===== config.mk =====
export PLATFORM = sky130hd
export DESIGN_NAME = pipe_stall_ctrl_flat
export DESIGN_NICKNAME = d
export VERILOG_FILES = /design/src/rtl/pipe_stall_ctrl_if.sv /design/src/rtl/pipe_stall_ctrl.sv /design/src/flat_wrapper.sv
export SDC_FILE = /design/constraint.sdc
export NUM_CORES = 1
export LEC_CHECK = 0
export CAP_MARGIN = 20
export CORE_ASPECT_RATIO = 1.5
export CORE_MARGIN = 3
export CORE_UTILIZATION = 40
export DETAILED_ROUTE_END_ITERATION = 16
export GPL_ROUTABILITY_DRIVEN = 0
export HOLD_SLACK_MARGIN = 0.06
export PLACE_DENSITY = 0.69
export SLEW_MARGIN = 20
export SYNTH_ARGS = -nofsm -noshare
export SYNTH_HDL_FRONTEND = slang
export SYNTH_SLANG_ARGS = --single-unit

===== constraint.sdc =====
create_clock -name clk -period 3.1 [get_ports clk]
set_input_delay 0.93 -clock clk [delete_from_list [all_inputs] [get_ports clk]]
set_output_delay 0.93 -clock clk [all_outputs]
set_load 0.01 [all_outputs]

===== src/rtl/pipe_stall_ctrl_if.sv =====
// pipe_stall_ctrl_if: stall/flush control bus between the pipeline stages and the stall controller
interface pipe_stall_ctrl_if #(parameter int CNT_W = 32);
   logic             stallreq_id_i;
   logic             stallreq_ex_i;
   logic             mem_req_i;
   logic             dmem_ready_i;
   logic             branch_flush_i;
   logic [5:0]       stall_o;
   logic             flush_o;
   logic             mem_err_o;
   logic [CNT_W-1:0] stall_cnt_o;
   modport master (
      output stallreq_id_i, stallreq_ex_i, mem_req_i, dmem_ready_i, branch_flush_i,
      input  stall_o, flush_o, mem_err_o, stall_cnt_o
   );
   modport slave (
      input  stallreq_id_i, stallreq_ex_i, mem_req_i, dmem_ready_i, branch_flush_i,
      output stall_o, flush_o, mem_err_o, stall_cnt_o
   );
endinterface


===== src/rtl/pipe_stall_ctrl.sv =====
// pipe_stall_ctrl: merges ID/EX/MEM stall requests, runs the data-memory wait FSM with timeout,
// defers branch flushes across MEM stalls and counts stalled cycles.
module pipe_stall_ctrl #(
   parameter int TIMEOUT_W = 4,
   parameter int TIMEOUT   = 12,
   parameter int CNT_W     = 32
) (
   input logic             clk,
   input logic             rst,
   pipe_stall_ctrl_if.slave bus
);
   typedef enum logic [1:0] {MEM_IDLE, MEM_WAIT, MEM_ERR} state_t;
   state_t               state;
   logic [TIMEOUT_W-1:0] wait_cnt;
   logic                 flush_pend;
   logic                 mem_stall;
   logic                 timeout;
   logic [5:0]           stall;
   always_comb begin
      mem_stall = (state == MEM_IDLE && bus.mem_req_i && !bus.dmem_ready_i) || state == MEM_WAIT;
      stall     = !rst                              ? 6'b000000 :
                  (mem_stall || state == MEM_ERR)   ? 6'b011111 :
                  bus.stallreq_ex_i                 ? 6'b001111 :
                  bus.stallreq_id_i                 ? 6'b000111 : 6'b000000;
      timeout   = wait_cnt >= TIMEOUT_W'(TIMEOUT - 1);
   end
   assign bus.stall_o   = stall;
   assign bus.flush_o   = rst && (bus.branch_flush_i || flush_pend) && !stall[4];
   assign bus.mem_err_o = state == MEM_ERR;
   // The detecting IDLE cycle counts as the first wait cycle, so entry loads 1.
   always_ff @(posedge clk or negedge rst) begin
      if (!rst) begin
         state           <= MEM_IDLE;
         wait_cnt        <= '0;
         flush_pend      <= 1'b0;
         bus.stall_cnt_o <= '0;
      end else begin
         state           <= state == MEM_IDLE ? (mem_stall ? MEM_WAIT : MEM_IDLE) :
                            state == MEM_WAIT ? (bus.dmem_ready_i ? MEM_IDLE : timeout ? MEM_ERR : MEM_WAIT) :
                            MEM_IDLE;
         wait_cnt        <= state == MEM_WAIT ? wait_cnt + 1'b1 : TIMEOUT_W'(1);
         flush_pend      <= stall[4] && (flush_pend || bus.branch_flush_i);
         bus.stall_cnt_o <= (stall != 6'b0 && !(&bus.stall_cnt_o)) ? bus.stall_cnt_o + 1'b1 : bus.stall_cnt_o;
      end
   end
endmodule


===== src/flat_wrapper.sv =====
// flat-port wrapper written by rule: the top's interface ports become plain ports
module pipe_stall_ctrl_flat 
#(
   parameter int TIMEOUT_W = 4,
   parameter int TIMEOUT   = 12,
   parameter int CNT_W     = 32
)
  (clk, rst, bus_stallreq_id_i, bus_stallreq_ex_i, bus_mem_req_i, bus_dmem_ready_i, bus_branch_flush_i, bus_stall_o, bus_flush_o, bus_mem_err_o, bus_stall_cnt_o);
  pipe_stall_ctrl_if #(.CNT_W(CNT_W)) bus_i ();
  input logic clk;
  input logic rst;
  input wire logic [$bits(bus_i.stallreq_id_i)-1:0] bus_stallreq_id_i;
  input wire logic [$bits(bus_i.stallreq_ex_i)-1:0] bus_stallreq_ex_i;
  input wire logic [$bits(bus_i.mem_req_i)-1:0] bus_mem_req_i;
  input wire logic [$bits(bus_i.dmem_ready_i)-1:0] bus_dmem_ready_i;
  input wire logic [$bits(bus_i.branch_flush_i)-1:0] bus_branch_flush_i;
  output wire logic [$bits(bus_i.stall_o)-1:0] bus_stall_o;
  output wire logic [$bits(bus_i.flush_o)-1:0] bus_flush_o;
  output wire logic [$bits(bus_i.mem_err_o)-1:0] bus_mem_err_o;
  output wire logic [$bits(bus_i.stall_cnt_o)-1:0] bus_stall_cnt_o;
  assign bus_i.stallreq_id_i = bus_stallreq_id_i;
  assign bus_i.stallreq_ex_i = bus_stallreq_ex_i;
  assign bus_i.mem_req_i = bus_mem_req_i;
  assign bus_i.dmem_ready_i = bus_dmem_ready_i;
  assign bus_i.branch_flush_i = bus_branch_flush_i;
  assign bus_stall_o = bus_i.stall_o;
  assign bus_flush_o = bus_i.flush_o;
  assign bus_mem_err_o = bus_i.mem_err_o;
  assign bus_stall_cnt_o = bus_i.stall_cnt_o;
  pipe_stall_ctrl #(.TIMEOUT_W(TIMEOUT_W), .TIMEOUT(TIMEOUT), .CNT_W(CNT_W)) u_core (.clk(clk), .rst(rst), .bus(bus_i));
endmodule

==> impl_metrics.yaml <==
status:
  status: "finished clean"
timing:
  setup_viol_count_final: 0
  finalWorstSetupSlack_ps: 65.2
  finalCriticalPeriod_ps: 3030
  grt_setup_unrepaired: "false"
  period_share_pct: 97.9
  finalMaxSlewViolations: 0
  hold_viol: 0
  fmax_mhz: 330
  skew_ps: 8.22
  whs_ps: 485
floorplan:
  coreArea_sq_mm: 0.00485
  row_count: 31
  die_area_sq_mm: 0.00593
  die_h_um: 92.8
  start_util_pct: 41.4
  boundaryPins: 47
  die_x_um: 63.9
worst_setup_path:
  critPathMaxFanout: 4
  cp_slowest_cell: "or4_4"
  slowest_delay_ps: 490
  r2r_cells: 9
  crit_required_ps: 2170
  startpoint_type: "input port"
  timing.rr.end: "u_core.bus.stall_cnt_o[6]"
  crit_path_end_kind: "output pin"
  crit_chain: "dlygate4sd2_1 -> or4_4 -> o211ai_4 -> inv_2 -> buf_2"
  crit_family: "simple AND/OR/NAND/NOR gates"
  path_buf_inv: 3
  crit_type: "in -> out"
  reg2reg_from: "u_core.state[0]"
  critPathArrivalTime_ps: 2100
  reg2reg_slack_ps: 760
clock_network:
  clk_latency_ps: 290
  cts-htree-levels: 2
  cts_hold_buffers: 0
  cts_made_buffers: 5
  clkSinkCount: 39
  cts_tree: "built"
  cts-root-buf: "clkbuf_8"
  clk_pin_slew_worst_paths_ps: 70
  cts_buffer_depth: 2
placement:
  post-dp-hpwl_um: 2990
  dpl-instance-area_sq_mm: 0.00257
  dp.cells: 301
  dp_worst_setup_slack_ps: -476
  numPortBuffers: 45
worst_hold_path:
  holdCritPathClass: "reg -> reg"
  min_path_cells: 1
  min_to: "u_core.bus.stall_cnt_o[23]"
  hold_start: "u_core.bus.stall_cnt_o[23]"
layout:
  post-route-cell-area_sq_mm: 0.00275
  nNetsFinal: 256
  area_growth_pct: 36.8
  antenna_cells: 0
  mostFrequentLayoutCells: "dfrtp_1 (39), clkdlybuf4s50_1 (34), xnor2_1 (16), nand2_1 (16), nor2_1 (15)"
  final_cells: 314
  fillers: 441
  multiInputGateArea_sq_mm: 0.00102
  register_area_sq_um: 976
  drive_above_1_share_pct: 20.2
  final_common_cell: "dfrtp_1"
routing:
  drt-total-wl_um: 4140
  drc_errors: 0
  ant_nets: 0
  dr_total_vias: 1569
  drt_iter0_markers: 50
  wl_per_cell_um: 13.2
  firstDrtPassIters: 3
  viasPerCell: 5.00
synth:
  syn_nets: 195
  synth-async-reset-ratio_pct: 100
  syn_area_per_cell_sq_um: 10.8
  netlist_instances: 186
  synth_ff_type: "dfrtp_1"
  netlist_top_cells_area: "dfrtp_1 (49%), xnor2_1 (7.0%), xor2_1 (5.7%), nand4_1 (3.1%), nand2_1 (3.0%)"
  ys_warn_count: 0
  ys_types: 42
  synth_edf_count: 0
  netlist_area_sq_mm: 0.00201
  synth_seq_cells: 39
  synth_top_area_share_pct: 48.6
  yosysTopAreaCell: "dfrtp_1"
  ys_seq_area_share_pct: 48.6
power:
  power_w: 0.00133
  p_leak_nw: 1.23
  pwr-share-comb_pct: 20.1
  p_seq_share_pct: 47.2
  p_int_w: 0.000966
  clkPwrFrac_pct: 32.7
  ir_worst_vdd_mv: 0.366
  switching_share_pct: 27.2
  powerDensity_mw_per_mm2: 483
  switchingPower_w: 0.000362
grt:
  antenna_found_initial: 0
  grt_pass1_vias: 1563
  track_usage_pct: 15.4
  overflow: 0
  grt_pass1_wl_um: 7200
  grt_max_degree: 34
flow_run:
  max_cap_violations: 0
## routing by layer
metal	wire (um)	share of wire, %	vias to the layer above	GRT usage (%)
met5	0	0	-	0
met4	89	2.2	0	7.75
met3	150	3.6	6	2.91
met2	2170	52	35	26.4
met1	1730	42	756	17.9
li1	-	-	772	-
## per-stage QoR
step	setup TNS (ps)	utilization, %
CTS	0	56.4
detailed placement	-2440	53.1
floorplan	0	-
global route	0	56.7
global placement	-2330	53.1
finish	0	56.7
## area by class of cell
class | count | area share [%]
multi-input combinational | 137 | 37.1
sequential | 39 | 35.5
timing repair buffer | 59 | 19.5
clock buffer | 6 | 3.00
tap | 66 | 3.00
clock inverter | 2 | 1.27
inverter | 5 | 0.683
## logic make-up (layout without fill, tap and decap cells)
| logic type | Yosys count | in the layout | share of synthesized area [%] |
|---|---|---|---|
| other | 1 | 1 | 0.187 |
| AO/OA/AOI/OAI | 13 | 13 | 5.60 |
| XOR/XNOR | 30 | 30 | 13.4 |
| flip-flops | 39 | 39 | 48.6 |
| multiplexers | 3 | 3 | 1.56 |
| AND/OR/NAND/NOR | 88 | 88 | 26.8 |
| buffers and inverters | 10 | 72 | 2.55 |
| adder cells (fa/ha/maj) | 2 | 2 | 1.25 |
## worst max path at each step
stage / from / to / slack, ps / cells past startpoint
3_3_place_gp: bus_stallreq_ex_i / bus_stall_o[1] / -460 / 5
2_1_floorplan: bus_stallreq_ex_i / bus_stall_o[1] / 240 / 4
4_1_cts: bus_mem_req_i / bus_flush_o / 50 / 9
6_report: bus_stallreq_id_i / bus_stall_o[1] / 70 / 5
3_5_place_dp: bus_stallreq_ex_i / bus_stall_o[1] / -480 / 5
5_1_grt: bus_mem_req_i / bus_flush_o / 20 / 9
## cell usage after synthesis (2+ instances only)
| master | count |
|---|---|
| o21ai_0 | 4 |
| nor2_1 | 16 |
| a21oi_1 | 2 |
| inv_1 | 4 |
| mux2i_1 | 2 |
| and2_1 | 2 |
| and4_2 | 3 |
| nand3_1 | 10 |
| xnor2_1 | 16 |
| or4_1 | 2 |
| nor3_1 | 8 |
| buf_2 | 2 |
| o211ai_2 | 2 |
| dfrtp_1 | 39 |
| nor2b_1 | 3 |
| nand2_1 | 16 |
| and3_1 | 4 |
| nand4_1 | 10 |
| buf_4 | 3 |
| nand4_4 | 2 |
| ha_1 | 2 |
| and3_2 | 2 |
| xor2_1 | 13 |
## timing repair
action                                  CTS  global route
setup buffers                             5             0
endpoints found under the setup margin    6             2
pin swaps                                 3             1
gates resized for setup                  29             3
## sequential cells by signal, summed over array words and instances (netlist names)
name / count
u_core.flush_pend: 1
u_core.bus.stall_cnt_o: 32
u_core.wait_cnt: 4
u_core.state: 2
## power by group through the flow
stage               Combinational [W]  Clock [W]  Sequential (W)
CTS                          0.000269   0.000447        0.000627
finish                       0.000267   0.000434        0.000626
global placement             0.000258          0        0.000634
detailed placement           0.000261          0        0.000635
floorplan                    0.000109          0        0.000642
global route                 0.000292   0.000473        0.000635
Note: power is estimated with default switching activity, not from simulation.
==> edit 1, RTL diff (same flow settings) <==
`CNT_W` is set to 32 in 3 places; all go to 16.
--- a/src/rtl/pipe_stall_ctrl_if.sv
+++ b/src/rtl/pipe_stall_ctrl_if.sv
@@ -1,5 +1,5 @@
 // pipe_stall_ctrl_if: stall/flush control bus between the pipeline stages and the stall controller
-interface pipe_stall_ctrl_if #(parameter int CNT_W = 32);
+interface pipe_stall_ctrl_if #(parameter int CNT_W = 16);
    logic             stallreq_id_i;
    logic             stallreq_ex_i;
    logic             mem_req_i;
--- a/src/rtl/pipe_stall_ctrl.sv
+++ b/src/rtl/pipe_stall_ctrl.sv
@@ -3,7 +3,7 @@
 module pipe_stall_ctrl #(
    parameter int TIMEOUT_W = 4,
    parameter int TIMEOUT   = 12,
-   parameter int CNT_W     = 32
+   parameter int CNT_W     = 16
 ) (
    input logic             clk,
    input logic             rst,
--- a/src/flat_wrapper.sv
+++ b/src/flat_wrapper.sv
@@ -3,7 +3,7 @@
 #(
    parameter int TIMEOUT_W = 4,
    parameter int TIMEOUT   = 12,
-   parameter int CNT_W     = 32
+   parameter int CNT_W     = 16
 )
   (clk, rst, bus_stallreq_id_i, bus_stallreq_ex_i, bus_mem_req_i, bus_dmem_ready_i, bus_branch_flush_i, bus_stall_o, bus_flush_o, bus_mem_err_o, bus_stall_cnt_o);
   pipe_stall_ctrl_if #(.CNT_W(CNT_W)) bus_i ();
Ports: changed (resized bus_stall_cnt_o); port bits go from 47 to 31. No check against the original RTL was run, so the function may have changed too.
==> edit 1 against the original RTL <==
  * Synthesized cell count fell by 41%
  * Power down 32%
  * Die area fell by 40%
  * First-iteration DRC count decreased by 74%
  * Via count fell by 42%
  * Worst setup slack improved by 0.16 ns
  * Design area down 43%
  * Non-clock buffer count shrank 20
  * Routed wire length decreased by 39%
  * Sequential cell count shrank 16
  * Register-to-register slack gained 0.42 ns
  * Area after synthesis fell by 43%
  * Largest cell class is now sequential cells
==> edit 1: results (changes against the original RTL) <==
max_stage_delay_ns: 0.42  # -0.07 ns
final.setup_skew_ns: 0.00241  # -0.00581 ns
cp_slowest_cell: "clkdlybuf4s50_1"
outcome: "finished clean"
htree_levels: 1  # -1
ys_seq_area_share_pct: 50.4  # +1.8 points
reg2regPathDepth: 6  # -3
drive_gt1_share_pct: 18.2  # -1.9 points
leakagePower_uw: 0.000693  # -44%
vdd_drop_max_mv: 0.375  # +2.5%
power_frac_comb_pct: 31.6  # +12 points
critPathTopFamily: "buffers and inverters"
grt_use_met3_pct: 2.70  # -0.21 points
crit_fanout: 3  # -1
min_from: "u_core.wait_cnt[0]"
ys_types: 30  # -29%
top_regs: "u_core.bus.stall_cnt_o x16, u_core.wait_cnt x4, u_core.state x2"
pwr-share-clk_pct: 20.4  # -12 points
reg2reg_to: "u_core.bus.stall_cnt_o[1]"
cts_made_buffers: 3  # -2
grt_pass1_vias: 1013  # -35%
p_int_uw: 615  # -36%
grt_util_met2_pct: 27.7  # +1.3 points
dp.cells: 181  # -40%
port_buffers: 29  # -36%
detailroute.via_count: 917  # -42%
wire_per_inst_um: 13.6  # +3.1%
wl_met3_um: 81  # -46%
rr_startpoint: "u_core.bus.stall_cnt_o[0]"
initialDrtViolationCount: 13  # -74%
## edit 1: cell types whose count changed after synthesis, sizes merged, moves of 5 or more
cell   before  now
nand2      16    5
xor2       13    6
nor2       17   10
nand3      10    5
nor3        9    4
and3        6    1
xnor2      17   10
dfrtp      39   23
## edit 1: worst max path at each step
stage	slack [ns]	to	depth (start not counted)	from
3_5_place_dp	-0.38	bus_stall_o[0]	6	bus_dmem_ready_i
2_1_floorplan	0.33	bus_stall_o[1]	6	bus_dmem_ready_i
3_3_place_gp	-0.37	bus_stall_o[0]	6	bus_dmem_ready_i
4_1_cts	-0.09	bus_stall_o[2]	6	bus_dmem_ready_i
5_1_grt	0.14	bus_stall_o[2]	5	bus_stallreq_ex_i
6_report	0.23	bus_stall_o[2]	5	bus_stallreq_ex_i
## edit 1: kinds of logic after synthesis
logic type | share of synthesized area [%]
flip-flops | 50.4
buffers and inverters | 5.37
other | 0.328
AO/OA/AOI/OAI | 2.96
adder cells (fa/ha/maj) | 2.19
AND/OR/NAND/NOR | 23.7
XOR/XNOR | 12.3
multiplexers | 2.85
## edit 1: cell type report
class | count | area share (%)
clock inverters | 1 | 0.320
well taps | 37 | 2.96
flip-flops and latches | 23 | 36.8
multi-input cells | 76 | 33.1
clock buffers | 3 | 2.64
inverters | 6 | 1.44
repair buffers | 39 | 22.7
## edit 1: stage by stage
step / total power (uW) / setup TNS (ns) / hold slack, ns / util [%]
2_1_floorplan: 564 / 0 / 0.463 / -
3_3_place_gp: 720 / -1.92 / 0.491 / 56.0
3_5_place_dp: 734 / -1.97 / 0.495 / 56.0
4_1_cts: 917 / -0.251 / 0.508 / 57.8
5_1_grt: 957 / 0 / 0.538 / 57.8
6_report: 907 / 0 / 0.505 / 57.8
==> edit 2, RTL diff (same settings) <==
Made on the original files. Re-encode `state_t` (3 states) as one-hot, 3 bits wide.
--- a/src/rtl/pipe_stall_ctrl.sv
+++ b/src/rtl/pipe_stall_ctrl.sv
@@ -9,7 +9,7 @@
    input logic             rst,
    pipe_stall_ctrl_if.slave bus
 );
-   typedef enum logic [1:0] {MEM_IDLE, MEM_WAIT, MEM_ERR} state_t;
+   typedef enum logic [2:0] {MEM_IDLE = 3'b001, MEM_WAIT = 3'b010, MEM_ERR = 3'b100} state_t;
    state_t               state;
    logic [TIMEOUT_W-1:0] wait_cnt;
    logic                 flush_pend;
Formal check against the unedited RTL: no difference found for any inputs over 10 cycles, from zero or initial values and one cycle with rst low; not proved beyond that.
==> edit 2 against the original RTL <==
  * Power fell by 3.1%
  * Area after synthesis fell by 3.7%
  * Synthesized cell count fell by 4.8%
  * Clock power rose by 7.4%
  * Via count fell by 8.2%
  * Routed wire length fell by 4.7%
  * Highest routed layer unchanged
  * Sequential cell count rose by 1
  * Critical endpoint is now bus_flush_o
  * Design area fell by 5.3%
  * Worst setup slack improved by 0.086 ns
==> edit 2: results (changes against the original RTL) <==
power_switching_uw: 319  # -12%
wire_per_inst_um: 13.3  # +1.1%
track_usage_pct: 15.3  # -0.063 points
crit_fanout: 3  # -1
multiInputGateArea_um2: 883  # -13%
synth_common_cells: "dfrtp_1, xnor2_1, nand2_1, nand3_1, xor2_1"
dp.cells: 284  # -5.6%
arrival_ns: 2.02  # -0.08 ns
critPathTopFamily: "buffers and inverters"
design_area_um2: 2600  # -5.3%
dp_slack_ns: -0.584  # -0.108 ns
fin_ws_ns: 0.152  # +0.0865 ns
grt_max_degree: 41  # +21%
viasPerCell: 4.86  # -2.6%
cp_slowest_cell: "or3b_4"
seq_share_pct: 38.5  # +3.0 points
postPlaceCellArea_um2: 2440  # -5.0%
vdd_drop_max_mv: 0.322  # -12%
outcome: "finished clean"
hold-path-endpoint: "u_core.bus.stall_cnt_o[22]"
leakagePower_uw: 0.00118  # -3.9%
ys_ff_latch: 40  # +2.6%
inv_count: 4  # -1
final-clk-cell-share_pct: 4.85  # +0.57 points
grt_pass1_wl_mm: 7.04  # -2.3%
max_stage_delay_ns: 0.38  # -0.11 ns
drive_gt1_share_pct: 15.5  # -4.6 points
final-nonclk-buf-share_pct: 19.1  # -0.40 points
startpoint: "bus_dmem_ready_i"
synth_nets: 186  # -4.6%
yosys-top-cells-area: "dfrtp_1, xnor2_1, xor2_1"
crit_path_end: "bus_flush_o"
stdcell_count: 296  # -5.7%
timing.hold.ws_ns: 0.493  # +0.00826 ns
initialDrtViolationCount: 41  # -18%
avgSynthCellArea_um2: 10.9  # +1.2%
ys_types: 38  # -9.5%
edit 2: cell types whose count changed after synthesis, moves of 4 or more:
cell     unedited run  this run
and4_1              1         6
nand3_1            10        14
nor2_1             16        12
nor3_1              8         3
edit 2: logic make-up (layout without fill, tap and decap cells):
family	after synthesis	count (layout)	share of synthesized area, %
buffers and inverters	10	65	3.17
other	1	1	0.194
adder cells (fa/ha/maj)	2	2	1.29
AO/OA/AOI/OAI	6	6	3.23
flip-flops	40	40	51.8
AND/OR/NAND/NOR	85	85	25.4
XOR/XNOR	33	33	14.9
edit 2: routing by layer:
layer	vias up	track usage, %	part of all wire (%)
met1	680	17.8	44
met4	0	6.08	1.8
met3	6	4.33	4.8
met5	-	0	0
li1	715	-	-
met2	39	26.2	49
edit 2: repair_timing:
item                                   CTS  global route
endpoints found under the hold margin    0             0
setup endpoints to repair                6             5
gates resized for setup                 26             8
pin swaps                                3             2
setup buffers                            5             0
